**config.mk**
```make
export PLATFORM = sky130hd
export DESIGN_NAME = vending_controller_param
export DESIGN_NICKNAME = d
export VERILOG_FILES = /design/src/rtl/vending_pkg.sv /design/src/rtl/vm_change_picker.sv /design/src/rtl/vending_controller_param.sv
export SDC_FILE = /design/constraint.sdc
export NUM_CORES = 1
export LEC_CHECK = 0
export BUFFER_PORTS_ARGS = -buffer_cell sky130_fd_sc_hd__buf_2
export CELL_PAD_IN_SITES_DETAIL_PLACEMENT = 0
export CELL_PAD_IN_SITES_GLOBAL_PLACEMENT = 1
export CORE_MARGIN = 4
export CORE_UTILIZATION = 40
export DETAILED_ROUTE_END_ITERATION = 12
export PLACE_DENSITY = 0.81
export SLEW_MARGIN = 30
export SYNTH_ARGS = -nofsm -noshare
export SYNTH_HDL_FRONTEND = slang
export SYNTH_SLANG_ARGS = --single-unit
```
**constraint.sdc**
```tcl
create_clock -name clk -period 29.4 [get_ports clk]
set_clock_uncertainty 0.2 [all_clocks]
set_input_delay 5.88 -clock clk [delete_from_list [all_inputs] [get_ports clk]]
set_output_delay 5.88 -clock clk [all_outputs]
set_load 0.02 [all_outputs]
```
**src/rtl/vending_pkg.sv**
```systemverilog
// Shared definitions for the parametrised vending controller.
// Holds the controller state encoding, default sizing, and the helper that
// sizes the wait-time down-counter. No ports.
package vending_pkg;

   typedef enum logic [1:0] {
      IDLE   = 2'd0,
      ACTIVE = 2'd1,
      RETURN = 2'd2
   } state_e;

   localparam int DEF_NUM_COINS   = 3;
   localparam int DEF_NUM_ITEMS   = 4;
   localparam int DEF_TOTAL_BITS  = 31;
   localparam int DEF_WAIT_CYCLES = 100;

   // Counter must be able to hold WAIT_CYCLES itself (the reload value).
   function automatic int timer_width(input int wait_cycles);
      return $clog2(wait_cycles + 1);
   endfunction

endpackage

```
**src/rtl/vm_change_picker.sv**
```systemverilog
// Combinational greedy change selector.
// Picks the coin with the largest nonzero value that still fits in the
// balance; ties go to the lowest index.
// Ports:
//   i_balance    : current balance
//   i_coin_value : packed coin values, coin k at [k*TOTAL_BITS +: TOTAL_BITS]
//   o_coin       : one-hot chosen coin (all zero when nothing fits)
//   o_value      : value of the chosen coin
//   o_valid      : a coin fits
module vm_change_picker
   import vending_pkg::*;
#(
   parameter int NUM_COINS  = DEF_NUM_COINS,
   parameter int TOTAL_BITS = DEF_TOTAL_BITS
)(
   input  logic [TOTAL_BITS-1:0]           i_balance,
   input  logic [NUM_COINS*TOTAL_BITS-1:0] i_coin_value,
   output logic [NUM_COINS-1:0]            o_coin,
   output logic [TOTAL_BITS-1:0]           o_value,
   output logic                            o_valid
);

   logic [TOTAL_BITS-1:0] val;

   always_comb begin
      o_coin  = '0;
      o_value = '0;
      o_valid = 1'b0;
      val     = '0;
      for (int k = 0; k < NUM_COINS; k++) begin
         val = i_coin_value[k*TOTAL_BITS +: TOTAL_BITS];
         // Strict '>' keeps the lowest index on equal values.
         if ((val != '0) && (val <= i_balance) && (!o_valid || (val > o_value))) begin
            o_coin    = '0;
            o_coin[k] = 1'b1;
            o_value   = val;
            o_valid   = 1'b1;
         end
      end
   end

endmodule

```
**src/rtl/vending_controller_param.sv**
```systemverilog
// Parametrised vending controller: balance register, idle-timeout
// down-counter and greedy change return, all in one clocked block.
// Coin values and item prices are runtime inputs.
//
//   state  | meaning
//   -------+--------------------------------------------------------------
//   IDLE   | no session; balance 0 (or residue left after change ran out)
//   ACTIVE | balance > 0, idle timer counting down
//   RETURN | paying out change, one coin per cycle
//
// Ports:
//   clk, reset        : clock, synchronous active-high reset
//   i_input_coin      : one-hot coin insert (lowest index wins)
//   i_select_item     : item request (lowest available index wins)
//   i_trigger_return  : user change request
//   i_coin_value      : packed coin values
//   i_item_price      : packed item prices
//   o_available_item  : price <= balance, outside RETURN
//   o_output_item     : one-cycle dispense pulse
//   o_return_coin     : one-cycle change pulse per coin
//   o_current_total   : balance
//   o_coin_reject     : one-cycle bounced-coin pulse
//   o_returning       : state is RETURN
module vending_controller_param
   import vending_pkg::*;
#(
   parameter int NUM_COINS   = DEF_NUM_COINS,
   parameter int NUM_ITEMS   = DEF_NUM_ITEMS,
   parameter int TOTAL_BITS  = DEF_TOTAL_BITS,
   parameter int WAIT_CYCLES = DEF_WAIT_CYCLES
)(
   input  logic                            clk,
   input  logic                            reset,
   input  logic [NUM_COINS-1:0]            i_input_coin,
   input  logic [NUM_ITEMS-1:0]            i_select_item,
   input  logic                            i_trigger_return,
   input  logic [NUM_COINS*TOTAL_BITS-1:0] i_coin_value,
   input  logic [NUM_ITEMS*TOTAL_BITS-1:0] i_item_price,
   output logic [NUM_ITEMS-1:0]            o_available_item,
   output logic [NUM_ITEMS-1:0]            o_output_item,
   output logic [NUM_COINS-1:0]            o_return_coin,
   output logic [TOTAL_BITS-1:0]           o_current_total,
   output logic                            o_coin_reject,
   output logic                            o_returning
);

   localparam int                 TIMER_W      = timer_width(WAIT_CYCLES);
   localparam logic [TIMER_W-1:0] TIMER_RELOAD = TIMER_W'(WAIT_CYCLES);
   localparam logic [TIMER_W-1:0] TIMER_ONE    = TIMER_W'(1);

   state_e                state_q,       state_d;
   logic [TOTAL_BITS-1:0] balance_q,     balance_d;
   logic [TIMER_W-1:0]    timer_q,       timer_d;
   logic [NUM_ITEMS-1:0]  output_item_q, output_item_d;
   logic [NUM_COINS-1:0]  return_coin_q, return_coin_d;
   logic                  coin_reject_q, coin_reject_d;

   logic [NUM_ITEMS-1:0]  available;
   logic                  coin_found;
   logic [TOTAL_BITS-1:0] coin_val;
   logic [TOTAL_BITS:0]   coin_sum;
   logic                  coin_accept;
   logic                  disp_found;
   logic [NUM_ITEMS-1:0]  disp_onehot;
   logic [TOTAL_BITS-1:0] disp_price;
   logic [TOTAL_BITS-1:0] bal_after_coin;
   logic [TOTAL_BITS-1:0] bal_nxt;
   logic                  activity;

   logic [NUM_COINS-1:0]  pick_coin;
   logic [TOTAL_BITS-1:0] pick_value;
   logic                  pick_valid;

   vm_change_picker #(
      .NUM_COINS  (NUM_COINS),
      .TOTAL_BITS (TOTAL_BITS)
   ) u_picker (
      .i_balance    (balance_q),
      .i_coin_value (i_coin_value),
      .o_coin       (pick_coin),
      .o_value      (pick_value),
      .o_valid      (pick_valid)
   );

   // Coin, availability and dispense decode, all judged on the pre-edge balance.
   always_comb begin
      available   = '0;
      coin_found  = 1'b0;
      coin_val    = '0;
      disp_found  = 1'b0;
      disp_onehot = '0;
      disp_price  = '0;
      for (int i = 0; i < NUM_ITEMS; i++) begin
         available[i] = (i_item_price[i*TOTAL_BITS +: TOTAL_BITS] <= balance_q) &&
                        (state_q != RETURN);
      end
      for (int k = 0; k < NUM_COINS; k++) begin
         if (!coin_found && i_input_coin[k]) begin
            coin_found = 1'b1;
            coin_val   = i_coin_value[k*TOTAL_BITS +: TOTAL_BITS];
         end
      end
      for (int i = 0; i < NUM_ITEMS; i++) begin
         if (!disp_found && i_select_item[i] && available[i]) begin
            disp_found     = 1'b1;
            disp_onehot[i] = 1'b1;
            disp_price     = i_item_price[i*TOTAL_BITS +: TOTAL_BITS];
         end
      end
      // Extra bit catches overflow so a wrapped balance is never stored.
      coin_sum       = {1'b0, balance_q} + {1'b0, coin_val};
      coin_accept    = coin_found && !coin_sum[TOTAL_BITS] && (state_q != RETURN);
      bal_after_coin = coin_accept ? coin_sum[TOTAL_BITS-1:0] : balance_q;
      // Price <= old balance <= bal_after_coin, so this cannot underflow.
      bal_nxt        = bal_after_coin - (disp_found ? disp_price : '0);
      activity       = coin_accept || disp_found;
   end

   always_comb begin
      state_d       = state_q;
      balance_d     = balance_q;
      timer_d       = timer_q;
      output_item_d = '0;
      return_coin_d = '0;
      coin_reject_d = 1'b0;
      case (state_q)
         IDLE: begin
            balance_d     = bal_nxt;
            output_item_d = disp_onehot;
            coin_reject_d = coin_found && !coin_accept;
            if (activity) begin
               timer_d = TIMER_RELOAD;
               if (bal_nxt != '0) begin
                  state_d = ACTIVE;
               end
            end
         end
         ACTIVE: begin
            balance_d     = bal_nxt;
            output_item_d = disp_onehot;
            coin_reject_d = coin_found && !coin_accept;
            if (activity) begin
               timer_d = TIMER_RELOAD;
            end else if (timer_q != '0) begin
               timer_d = timer_q - TIMER_ONE;
            end
            if (bal_nxt == '0) begin
               state_d = IDLE;
            end else if (i_trigger_return) begin
               state_d = RETURN;
            end else if (!activity && (timer_q == TIMER_ONE)) begin
               state_d = RETURN;
            end
         end
         RETURN: begin
            coin_reject_d = coin_found;
            timer_d       = '0;
            if (pick_valid) begin
               balance_d     = balance_q - pick_value;
               return_coin_d = pick_coin;
            end else begin
               state_d = IDLE;
            end
         end
         default: begin
            state_d = IDLE;
         end
      endcase
   end

   always_ff @(posedge clk) begin
      if (reset) begin
         state_q       <= IDLE;
         balance_q     <= '0;
         timer_q       <= '0;
         output_item_q <= '0;
         return_coin_q <= '0;
         coin_reject_q <= 1'b0;
      end else begin
         state_q       <= state_d;
         balance_q     <= balance_d;
         timer_q       <= timer_d;
         output_item_q <= output_item_d;
         return_coin_q <= return_coin_d;
         coin_reject_q <= coin_reject_d;
      end
   end

   assign o_available_item = available;
   assign o_output_item    = output_item_q;
   assign o_return_coin    = return_coin_q;
   assign o_current_total  = balance_q;
   assign o_coin_reject    = coin_reject_q;
   assign o_returning      = (state_q == RETURN);

endmodule

```
# ---- Word-level counts from Yosys, hierarchy flattened
# Cells that the tools add are included.
dict set report word_totals {
  reg_bits 48
  latch_bits 0
  mem_bits_rw 0
  rom_bits 0
  input_bits 227
  output_inout_bits 44
  word_cells 128
  memories 0
}
dict set report classes {
  addsub 4
  mul 0
  div 0
  order_cmp 9
  eq_ne 10
  shift 0
  n_mux 42
  bitwise 3
  n_reduce_logical 52
}
# operator count
set ops {}
lappend ops {{$mux 31} 13}
lappend ops {{$le 31x31->1} 7}
lappend ops {{$reduce_bool 31->1} 4}
lappend ops {{$gt 31x31->1} 2}
lappend ops {{$pmux 31 s2} 1}
lappend ops {{$sub 31x31->31} 2}
lappend ops {{$add 31x31->32} 1}
lappend ops {{$logic_not 31->1} 1}
lappend ops {{$logic_and 1x1->1} 22}
lappend ops {{$mux 7} 3}
lappend ops {{$pmux 7 s3} 1}
lappend ops {{$mux 1} 14}
lappend ops {{$mux 2} 6}
lappend ops {{$logic_not 1->1} 10}
lappend ops {{$ne 2x2->1 const B} 4}
lappend ops {{$eq 7x1->1 const B} 1}
lappend ops {{$reduce_bool 7->1} 1}
lappend ops {{$sub 7x1->7 const B} 1}
lappend ops {{$mux 3} 2}
lappend ops {{$pmux 2 s3} 1}
lappend ops {{$reduce_or 5->1} 1}
lappend ops {{$ne 4x4->1 const B} 1}
lappend ops {{$reduce_and 4->1} 1}
lappend ops {{$reduce_or 2->1} 2}
lappend ops {{other kinds (14)} 18}

# ---- Longest topological paths before layout
dict set report depth {
  depth_word 23
  ltp_mapped 53
  mapped_depth_nobuf 48
}

# ---- By module
# A second synthesis with hierarchy kept.
dict set report hier_totals {
  cells_unflattened 2185
  area_unflattened_um2 15845.2
}
# mod n_inst cells_per_inst area_each_um2 seq_area_each_um2
set modules_own_cells {}
lappend modules_own_cells {vending_controller_param 1 1583 11287.1 960.9}
lappend modules_own_cells {vm_change_picker 1 602 4558.1 0.0}

# ---- Least setup slack after synthesis
# Ideal clock, no wire load.
dict set report synth_path {
  path_kind {input to register}
  start {input port i_coin_value[22]}
  end {register balance_q[30], in the netlist o_current_total[30]}
  setup_ns 0.070
  arrival_ns 14.875
  required_time_ns 29.130
  path_slack_ns 14.256
  path_stages 47
  n_path_buf 6
  path_cell_list {ha_1 > nand4_1 > nor4_1 > nand2_1 > nor4_1 > a31o_2 > clkbuf_1 > clkbuf_1 > nand2_1 > ha_1 > a21o_1 > a21o_1 > a21oi_1 > or4_1 > nand4_1 > o21ai_0 > a21oi_1 > clkbuf_1 > (+11 left out) > clkbuf_1 > clkbuf_1 > mux2_2 > ha_1 > fa_1 > nand2b_1 > a21boi_0 > o21ai_0 > a211oi_1 > nor2_1 > o21ai_0 > a21o_1 > a31oi_1 > o21ai_0 > a31oi_1 > xnor2_1 > mux2_2 > a21oi_1}
}
dict set report synth_between {
  elab_chain_cells 14
  elab_cells_between_ends 31
  cone_classes {add/sub (3); order compare (3); eq/ne (1); mux (12); reduce/logical (12)}
}
# item line_no
set synth_rtl {}
lappend synth_rtl {{start: declaration} vending_controller_param.sv:37} ;# input logic [NUM_COINS*TOTAL_BITS-1:0] i_coin_value,
lappend synth_rtl {{$le 31x31->1 or $reduce_bool 31->1 (tied branches)} vm_change_picker.sv:33} ;# if ((val != '0) && (val <= i_balance) && (!o_valid || (val > o_value))) begin
lappend synth_rtl {{$logic_and 1x1->1} vm_change_picker.sv:33}
lappend synth_rtl {{$mux 31 or $mux 1 (tied branches)} vm_change_picker.sv:33}
lappend synth_rtl {{$gt 31x31->1 or $logic_not 1->1 (tied branches)} vm_change_picker.sv:33}
lappend synth_rtl {{$logic_or 1x1->1} vm_change_picker.sv:33}
lappend synth_rtl {{$logic_and 1x1->1} vm_change_picker.sv:33}
lappend synth_rtl {{$mux 31 or $mux 1 (tied branches)} vm_change_picker.sv:33}
lappend synth_rtl {{$gt 31x31->1 or $logic_not 1->1 (tied branches)} vm_change_picker.sv:33}
lappend synth_rtl {{$logic_or 1x1->1} vm_change_picker.sv:33}
lappend synth_rtl {{$logic_and 1x1->1} vm_change_picker.sv:33}
lappend synth_rtl {{$mux 31} vm_change_picker.sv:33}
lappend synth_rtl {{$sub 31x31->31} vending_controller_param.sv:159} ;# balance_d = balance_q - pick_value;
lappend synth_rtl {{$mux 31} vending_controller_param.sv:158} ;# if (pick_valid) begin
lappend synth_rtl {{$pmux 31 s2} vending_controller_param.sv:126} ;# case (state_q)
lappend synth_rtl {{end signal: assignment} vending_controller_param.sv:181} ;# balance_q <= balance_d;
lappend synth_rtl {{end: declaration} vending_controller_param.sv:52} ;# logic [TOTAL_BITS-1:0] balance_q, balance_d;
# Parallel ways exist; a longest one is shown, timed or not. The select of a mux whose other input is x is not followed.
# A chain may end at the register's enable or synchronous reset.

# ---- Worst setup path in the final report
dict set report layout_path {
  start {input port i_coin_value[24]}
  end {register balance_q[30], in the netlist o_current_total[30]}
}
# The elaborated chain is that of the path after synthesis.

==> flow_summary_export.csv <==
group,metric,value,unit
status,outcome,"finished, final reports clean",
sta,finalSetupTns,0,ns
layout,drive_above_1_share,0.135,
sta,tightest_slew,1.00,ns
sta,rsz0062_at_grt,"no",
global_route,grt_pass1_wl,99400,um
setup_path,r2r_slack,17.75,ns
pwr,power.leakage,8.45,nW
sta,max_freq,0.0613,GHz
pwr,pwr-share-seq,0.055,
logic_synthesis,synthCells,2216,
logic_synthesis,yosysTopAreaCellShare,0.297,
sta,drv_slew,0,
setup_path,ff2ff_path_depth,42,
setup_path,required,29.45,ns
min_path,hold_depth,2,
layout,syn_to_final_growth,12.7,%
logic_synthesis,syn_nets,2822,
sta,finalCritPeriodShare,0.555,
die,initial_core_util,0.407,
setup_path,path_class,"primary input to flop",
layout,fillers,4042,
cts,cts_root_buf,"clkbuf_16",
pwr,power_density,130,mW/mm^2
setup_path,crit-reg2reg-launch,"o_current_total[20]",
sta,slew_headroom,0.330,
logic_synthesis,ys_seq_area_frac,0.0607,
sta,fin_ws,13.08,ns
global_route,grt_max_degree,66,
placement,io_buffers,270,
sta,period_minus_slack,16.32,ns
logic_synthesis,synth_top_flop_cell,"dfxtp_1",
setup_path,worst_setup_path_end_kind,"flop",
setup_path,crit_top_cell,"o21ai_0",
logic_synthesis,yosysWarnings,0,
min_path,worstHoldEndpoint,"timer_q[4]",
setup_path,arrival,16.37,ns
die,coreArea,0.0389,sq mm
layout,nets,3030,
drt,vias_per_cell,6.23,
drt,wl,66800,um
global_route,antenna_found_initial,1,
sta,whs,0.317,ns
pwr,clkPwrFrac,0.031,
logic_synthesis,synth_area_per_cell,7.14,sq um
cts,htreeDepth,2,
pwr,switchingPower,0.00135,W
pwr,switching_share,0.585,
cts,clkLatencyLatePin,0.32,ns
setup_path,cpMaxStageDelayCell,"a31o_2",
sta,hold_viol,0,
global_route,track_usage,0.300,
logic_synthesis,yosysTopAreaCell,"ha_1",
global_route,grt_overflow,0,
cts,cts_tree,"built",
cts,path_clk_slew,0.08,ns
logic_synthesis,synth-seq-cells,48,
setup_path,worstPathMaxFanout,61,
setup_path,reg2reg_to,"o_current_total[30]",
drt,antenna_left,0,
die,dieWidth,207,um
sta,setup_violations,0,
global_route,grt_pass1_vias,17400,
logic_synthesis,synth_area,0.0158,sq mm
setup_path,slowest_delay,0.66,ns
drt,vias,18300,
pwr,internal_power,0.000960,W
die,dieArea,0.0428,sq mm
pwr,p_comb_frac,0.914,
min_path,hold_class,"flop to flop",
logic_synthesis,synthArstFlopShare,0,
cts,post_cts_resized,0,
setup_path,crit_path_start_kind,"primary input",
cts,numCtsBuffers,5,
die,core.rowCount,72,
placement,place.gp.congestion,1.00,
die,ios,271,
run,maxCapViolations,0,
drt,firstDrtPassIters,6,
placement,place_ws,12.93,ns
drt,wl_per_cell,22.7,um
die,die_h,207,um
cts,cts_setup_buffers,0,
logic_synthesis,ys_types,81,
pwr,p_total,0.00231,W
setup_path,worstSetupStartpoint,"i_coin_value[24]",
placement,hpwl,55800,um
cts,cts_hold_buf,0,
pwr,vdd_drop_max,0.0547,mV
drt,drtIter0Drc,1858,
layout,post-route-util,0.458,
logic_synthesis,netlist_top_cells_area,"ha_1 (30%), a21oi_1 (7.3%), a21o_1 (6.6%)",
cts,cts_sinks,48,
drt,drc,0,
logic_synthesis,synth-edff-count,0,
min_path,min_from,"timer_q[4]",
cts,clockBufferDepth,2,
[registers in the layout, indices dropped and copies added, names as in the netlist]
register / count
o_coin_reject: 1
o_current_total: 31
o_output_item: 4
o_return_coin: 3
state_q: 2
timer_q: 7
[cells by family (layout without fill, tap and decap cells)]
logic type,Yosys count,in the layout,share of synthesized area
fa+ha+maj,379,379,0.301
mux,9,9,0.00593
other cells,0,1,0
flops,48,48,0.0607
simple gates,750,750,0.228
buf+inv,163,372,0.0392
xor+xnor,69,69,0.0382
compound gates,798,798,0.327
[cell type report]
| class | instances | area [sq um] | area share |
|---|---|---|---|
| Antenna cell | 1 | 2.50 | 0.000140 |
| Clock buffer | 6 | 129 | 0.00723 |
| Clock inverter | 2 | 35.0 | 0.00196 |
| Inverter | 81 | 304 | 0.0171 |
| Multi-Input combinational cell | 2005 | 14300 | 0.802 |
| Sequential cell | 48 | 961 | 0.0539 |
| Tap cell | 518 | 648 | 0.0363 |
| Timing Repair Buffer | 283 | 1460 | 0.0817 |
[worst max-delay path by stage]
stage                     endpoint
5_1_grt        o_current_total[30]
3_5_place_dp   o_current_total[30]
4_1_cts        o_current_total[30]
3_3_place_gp   o_current_total[30]
6_report       o_current_total[30]
2_1_floorplan  o_current_total[30]
[synthesized netlist by cell type, types with 19 or more instances]
| library cell | instances |
|---|---|
| nand2_1 | 216 |
| dfxtp_1 | 48 |
| a21o_1 | 140 |
| a221oi_1 | 38 |
| a22oi_1 | 35 |
| xnor2_1 | 43 |
| o21ai_0 | 158 |
| nand4_1 | 71 |
| a21oi_1 | 230 |
| inv_1 | 80 |
| nor2b_1 | 22 |
| ha_1 | 376 |
| clkbuf_1 | 76 |
| a211oi_1 | 40 |
| o21a_1 | 33 |
| nor4_1 | 34 |
| nor2_1 | 227 |
| nor3_1 | 36 |
| nand3_1 | 39 |
| nand2b_1 | 19 |
| xor2_1 | 26 |
[critical path: cells and delay by family]
| kind | cells | cell delay, ns |
|---|---|---|
| AOI/OAI and AO/OA | 20 | 4.55 |
| xor gates and xnor gates | 1 | 0.19 |
| adders and majority gates | 5 | 1.55 |
| buffers and inverters | 2 | 0.48 |
| muxes | 2 | 0.73 |
| and+or+nand+nor | 12 | 2.97 |
[power by group through the flow]
stage,Sequential (W),Clock [W],Combinational (W)
global placement,0.000129,0,0.00202
global route,0.000132,0.0000741,0.00234
floorplan,0.000136,0,0.00152
detailed placement,0.000129,0,0.00206
finish,0.000128,0.0000713,0.00211
CTS,0.000128,0.0000723,0.00207
[layout by cell type (no fill, tap or decap), types with 19 or more instances in the layout]
master,n
a211oi_1,40
a21o_1,139
a21oi_1,229
a221oi_1,38
a22oi_1,35
buf_2,267
dfxtp_1,48
ha_1,375
inv_1,80
nand2_1,216
nand2b_1,19
nand3_1,39
nand4_1,71
nor2_1,225
nor2b_1,22
nor3_1,36
nor4_1,34
o21a_1,33
o21ai_0,158
xnor2_1,43
xor2_1,26
[per-layer routing]
layer,GRT usage,up-vias,routed length (um)
met5,0,-,11
met4,0.0977,2,2130
met3,0.0337,98,5610
met2,0.461,840,28200
met1,0.436,8551,30800
li1,-,8852,-
[through the flow]
step           instances  instance area (sq um)
6_report            2944                  17800
5_1_grt             2943                  17800
4_1_cts             2943                  17800
3_5_place_dp        2935                  17700
3_3_place_gp        2935                  17700
2_1_floorplan       2216                  15800
Note: power is estimated with default switching activity, not from simulation.
